### src/rtl/signext_arbiter.sv
// signext_arbiter: one registered IN_W->OUT_W immediate extender shared by two
// requesters (0: instruction decode, 1: branch-offset unit). A round-robin
// arbiter grants one request at a time, an IDLE/EXT/RESP FSM sequences capture,
// extension and hand-off, and the result is held on a valid/ready port.
// Optional feature macro: SIGNEXT_ARB_ZX_EN adds per-requester zero-extend
// selects zx0/zx1; without it every request is sign-extended.
module signext_arbiter #(
   parameter int IN_W  = 8,
   parameter int OUT_W = 32
) (
   input  logic             clk,
   input  logic             rst_n,
   input  logic             req0,
   input  logic [IN_W-1:0]  imm0,
   output logic             gnt0,
   input  logic             req1,
   input  logic [IN_W-1:0]  imm1,
   output logic             gnt1,
`ifdef SIGNEXT_ARB_ZX_EN
   input  logic             zx0,
   input  logic             zx1,
`endif
   output logic [OUT_W-1:0] result,
   output logic             result_id,
   output logic             result_valid,
   input  logic             result_ready,
   output logic             busy
);

   typedef enum logic [1:0] {
      IDLE = 2'd0,
      EXT  = 2'd1,
      RESP = 2'd2
   } state_t;

   state_t state, state_nxt;

   logic            last_id;   // requester granted most recently
   logic            id_q;      // owner of the captured immediate
   logic [IN_W-1:0] imm_q;
   logic            win1;      // requester 1 wins arbitration this cycle
   logic            grant_any;
   logic            fill_bit;

`ifdef SIGNEXT_ARB_ZX_EN
   logic            zx_q;
`endif

   // Round-robin pick: a lone requester wins; on a tie the one not served last wins.
   always_comb begin
      win1      = req1 & (~req0 | ~last_id);
      grant_any = req0 | req1;
   end

   // State register.
   always_ff @(posedge clk or negedge rst_n) begin
      // NOTE: sequential state uses non-blocking assignments so every flop
      // samples pre-edge values and updates together.
      if (!rst_n) state <= IDLE;
      else        state <= state_nxt;
   end

   // Next-state and grant decode; grants only in IDLE and never while in reset.
   always_comb begin
      // NOTE: every output gets a default first so no path leaves a value
      // unassigned, which would otherwise infer a latch.
      state_nxt = state;
      gnt0      = 1'b0;
      gnt1      = 1'b0;
      case (state)
         IDLE: begin
            if (grant_any && rst_n) begin
               gnt0      = ~win1;
               gnt1      = win1;
               state_nxt = EXT;
            end
         end
         EXT:  state_nxt = RESP;
         RESP: if (result_ready) state_nxt = IDLE;
         default: state_nxt = IDLE;
      endcase
   end

   // Fill bit for the upper result bits: sign of the immediate, or zero when
   // zero-extension was captured with the request.
   always_comb begin
`ifdef SIGNEXT_ARB_ZX_EN
      fill_bit = imm_q[IN_W-1] & ~zx_q;
`else
      fill_bit = imm_q[IN_W-1];
`endif
   end

   // Datapath: capture the winner at grant, extend in EXT, hold through RESP.
   always_ff @(posedge clk or negedge rst_n) begin
      if (!rst_n) begin
         imm_q     <= '0;
         id_q      <= 1'b0;
         last_id   <= 1'b1;   // requester 0 takes the first tie
         result    <= '0;
         result_id <= 1'b0;
`ifdef SIGNEXT_ARB_ZX_EN
         zx_q      <= 1'b0;
`endif
      end else begin
         case (state)
            IDLE: begin
               if (grant_any) begin
                  imm_q   <= win1 ? imm1 : imm0;
                  id_q    <= win1;
                  last_id <= win1;
`ifdef SIGNEXT_ARB_ZX_EN
                  zx_q    <= win1 ? zx1 : zx0;
`endif
               end
            end
            EXT: begin
               result    <= {{(OUT_W-IN_W){fill_bit}}, imm_q};
               result_id <= id_q;
            end
            default: ;
         endcase
      end
   end

   // Status outputs follow the state register directly, so reset clears them at once.
   always_comb begin
      result_valid = (state == RESP);
      busy         = (state != IDLE);
   end

endmodule
### config.mk
export PLATFORM = sky130hd
export DESIGN_NAME = signext_arbiter
export DESIGN_NICKNAME = d
export VERILOG_FILES = /design/src/rtl/signext_arbiter.sv
export SDC_FILE = /design/constraint.sdc
export NUM_CORES = 1
export LEC_CHECK = 0
export CAP_MARGIN = 20
export CORE_MARGIN = 8
export CORE_UTILIZATION = 32
export CTS_CLUSTER_DIAMETER = 50
export DETAILED_ROUTE_END_ITERATION = 10
export PLACE_DENSITY = 0.69
export SYNTH_ARGS = -nofsm -noshare
export SYNTH_HDL_FRONTEND = slang
export SYNTH_SLANG_ARGS = --single-unit
### constraint.sdc
create_clock -name clk -period 2.5 [get_ports clk]
set_clock_uncertainty 0.15 [all_clocks]
set_input_delay 0.25 -clock clk [delete_from_list [all_inputs] [get_ports clk]]
set_output_delay 0.25 -clock clk [all_outputs]
set_load 0.05 [all_outputs]
==> summary.md <==
| Metric | Value |
|---|---|
| Worst-path fanout max | `4` |
| YS warnings | `0` |
| Final setup TNS | `0 ns` |
| Clock latency on the worst-skew pair | `0.30 ns` |
| Reg-to-reg critical path startpoint | `state[0]$_DFFE_PN0P_` |
| Fin crit share | `88.90%` |
| Port Buffers | `57` |
| Max cap viols | `0` |
| Total CTS buffers | `3` |
| Chip height | `75.95 um` |
| Initial antenna violation count | `0` |
| Endpoints failing setup | `0` |
| Max-Slew Margin vs Limit | `63.65%` |
| Starting Density | `33.92%` |
| # diodes | `0` |
| R2R depth | `4` |
| Post-Syn Area per Cell | `12.78 um^2` |
| 1st-pass router iterations | `2` |
| Drt via density | `4.349` |
| CORE AREA | `0.003390 mm^2` |
| Final wirelength | `2473 um` |
| Critical Path AT | `1.82 ns` |
| Number of global-route vias before repair | `851` |
| Count of cell types in the netlist | `20` |
| DP Wirelength | `1928 um` |
| Clock-pin slew on the worst setup and hold paths | `0.12 ns` |
| Syn_nets | `111` |
| Critical path startpoint | `state[0]$_DFFE_PN0P_` |
| Cell area after synthesis | `0.001150 mm^2` |
| Final hold vios | `0` |
| Clock period minus worst slack | `2.223 ns` |
| First-pass GRT wire length | `4112 um` |
| Crit path kind | `register to output port` |
| Worst-margin pin slew | `0.5435 ns` |
| # DRC | `0` |
| Fill count | `308` |
| Reg2reg end | `imm_q[5]$_DFFE_PN0P_` |
| CTS root buffer | `clkbuf_4` |
| ANT nets after route | `0` |
| RSZ-0062 raised after global routing | `false` |
| Commonest cells after routing, fill and taps aside | `55 x clkdlybuf4s50_1, 19 x dfrtp_1, 14 x mux2_4` |
| Total GRT Usage | `8.503%` |
| Min-delay worst type | `input pin to asynchronous set/reset pin` |
| GPL Wtd Cong | `0.6785` |
| CTS tree | `built` |
| Largest net degree at the start of global routing | `27` |
| Cells after synthesis | `90` |
| Status | `finished clean` |
| R2R Setup Slk | `0.69 ns` |
| Max-slew violation count | `0` |
| Clock net sink count | `21` |
| Ratio of cells with drive above 1 in the final layout | `27.78%` |
| Commonest non-fill, non-tap cell in the layout | `clkdlybuf4s50_1` |
| Die area | `0.005768 mm^2` |
| CTS Hold Buffers Added | `0` |
| Critical Path Sink | `busy` |
| Vias | `748` |
| Post-synthesis sequential area ratio | `45.81%` |
| Gr ovfl total | `0` |
| Yosys reg bits | `21` |
| Worst EP required | `2.10 ns` |
| Final instance area | `0.001639 mm^2` |
| FMAX | `449.9 MHz` |
| IO Pins | `58` |
| DR WL/cell | `14.38 um` |
| Layout area overhead | `42.55%` |
| Crit path launch type | `register` |
| Site Rows | `21` |
| Iter 0 DRT Violations | `4` |
| CP Capture Type | `output port` |
| Chip Width | `75.95 um` |
| Maximum clock insertion buffer count | `2` |
| Post-layout nets | `148` |
| H-tree Lvls | `1` |
| DP Area | `0.001612 mm^2` |
critical path: stages (launching register included):
cell and delay [ns]:
dfrtp_1 0.40, nor2_1 0.27, inv_1 0.13, clkdlybuf4s50_1 0.72
synth_stat cells (all sizes together):
cell / number / area, um^2
o21a: 1 / 7.510
nor2: 1 / 3.750
dfrtp: 20 / 500.5
mux2: 24 / 322.8
a21oi: 1 / 5.000
nand2b: 2 / 12.51
dfstp: 1 / 26.28
a21bo: 1 / 10.01
inv: 4 / 15.01
buf: 27 / 201.4
o22ai: 1 / 6.260
o21ai: 2 / 10.01
nor3: 1 / 5.000
and3: 1 / 7.510
nand2: 1 / 3.750
a31oi: 1 / 6.260
and2: 1 / 6.260
cell type report:
| type | instances | area, um^2 | share of cell area (%) |
|---|---|---|---|
| Inverter | 4 | 15.01 | 0.9160 |
| Multi-Input combinational cell | 38 | 406.6 | 24.81 |
| Clock buffer | 4 | 26.28 | 1.603 |
| Timing Repair Buffer | 59 | 605.6 | 36.95 |
| Sequential cell | 21 | 528.0 | 32.21 |
| Tap cell | 46 | 57.56 | 3.511 |
cell families after synthesis:
group	synth area share, %
buf+inv	18.82
compound gates	3.918
simple gates	3.373
flops	45.81
mux	28.07
state kept, by name (all words and copies together) (netlist names):
name	cells
result	8
state	2
id_q	1
imm_q	8
result_id	1
last_id	1
repair_timing:
item	CTS	global route
gates resized for setup	0	1
endpoints found under the setup margin	0	25
setup buffers	0	0
how the worst min path moves through the flow:
stage,endpoint,depth (start not counted),startpoint
final,result_id$_DFFE_PN0N_,2,rst_n
after global routing,id_q$_DFFE_PN0P_,2,rst_n
after CTS,id_q$_DFFE_PN0P_,2,rst_n
after detailed placement,result_id$_DFFE_PN0N_,2,result_id$_DFFE_PN0N_
after global placement,result_id$_DFFE_PN0N_,2,result_id$_DFFE_PN0N_
after floorplan,id_q$_DFFE_PN0P_,0,rst_n
layer usage:
metal / global-route usage (%) / vias to the layer above / part of all wire [%]
li1: - / 351 / -
met1: 9.205 / 344 / 41
met2: 12.00 / 50 / 40
met3: 6.604 / 3 / 17
met4: 3.529 / 0 / 1.2
met5: 0 / - / 0
per-stage QoR:
| stage | util, % | setup slack (ns) | cells | hold slack (ns) |
|---|---|---|---|---|
| 2_1_floorplan | - | 0.1233 | 90 | -0.1956 |
| 3_3_place_gp | 47.55 | 0.4913 | 168 | 0.3140 |
| 3_5_place_dp | 47.55 | 0.4264 | 168 | 0.3285 |
| 4_1_cts | 48.32 | 0.07381 | 172 | 0.1666 |
| 5_1_grt | 48.36 | 0.1856 | 172 | 0.1863 |
| 6_report | 48.36 | 0.2775 | 172 | 0.1550 |
Power is not shown: default switching activity piles up to over one toggle a cycle in this logic, so the estimate is an artifact.
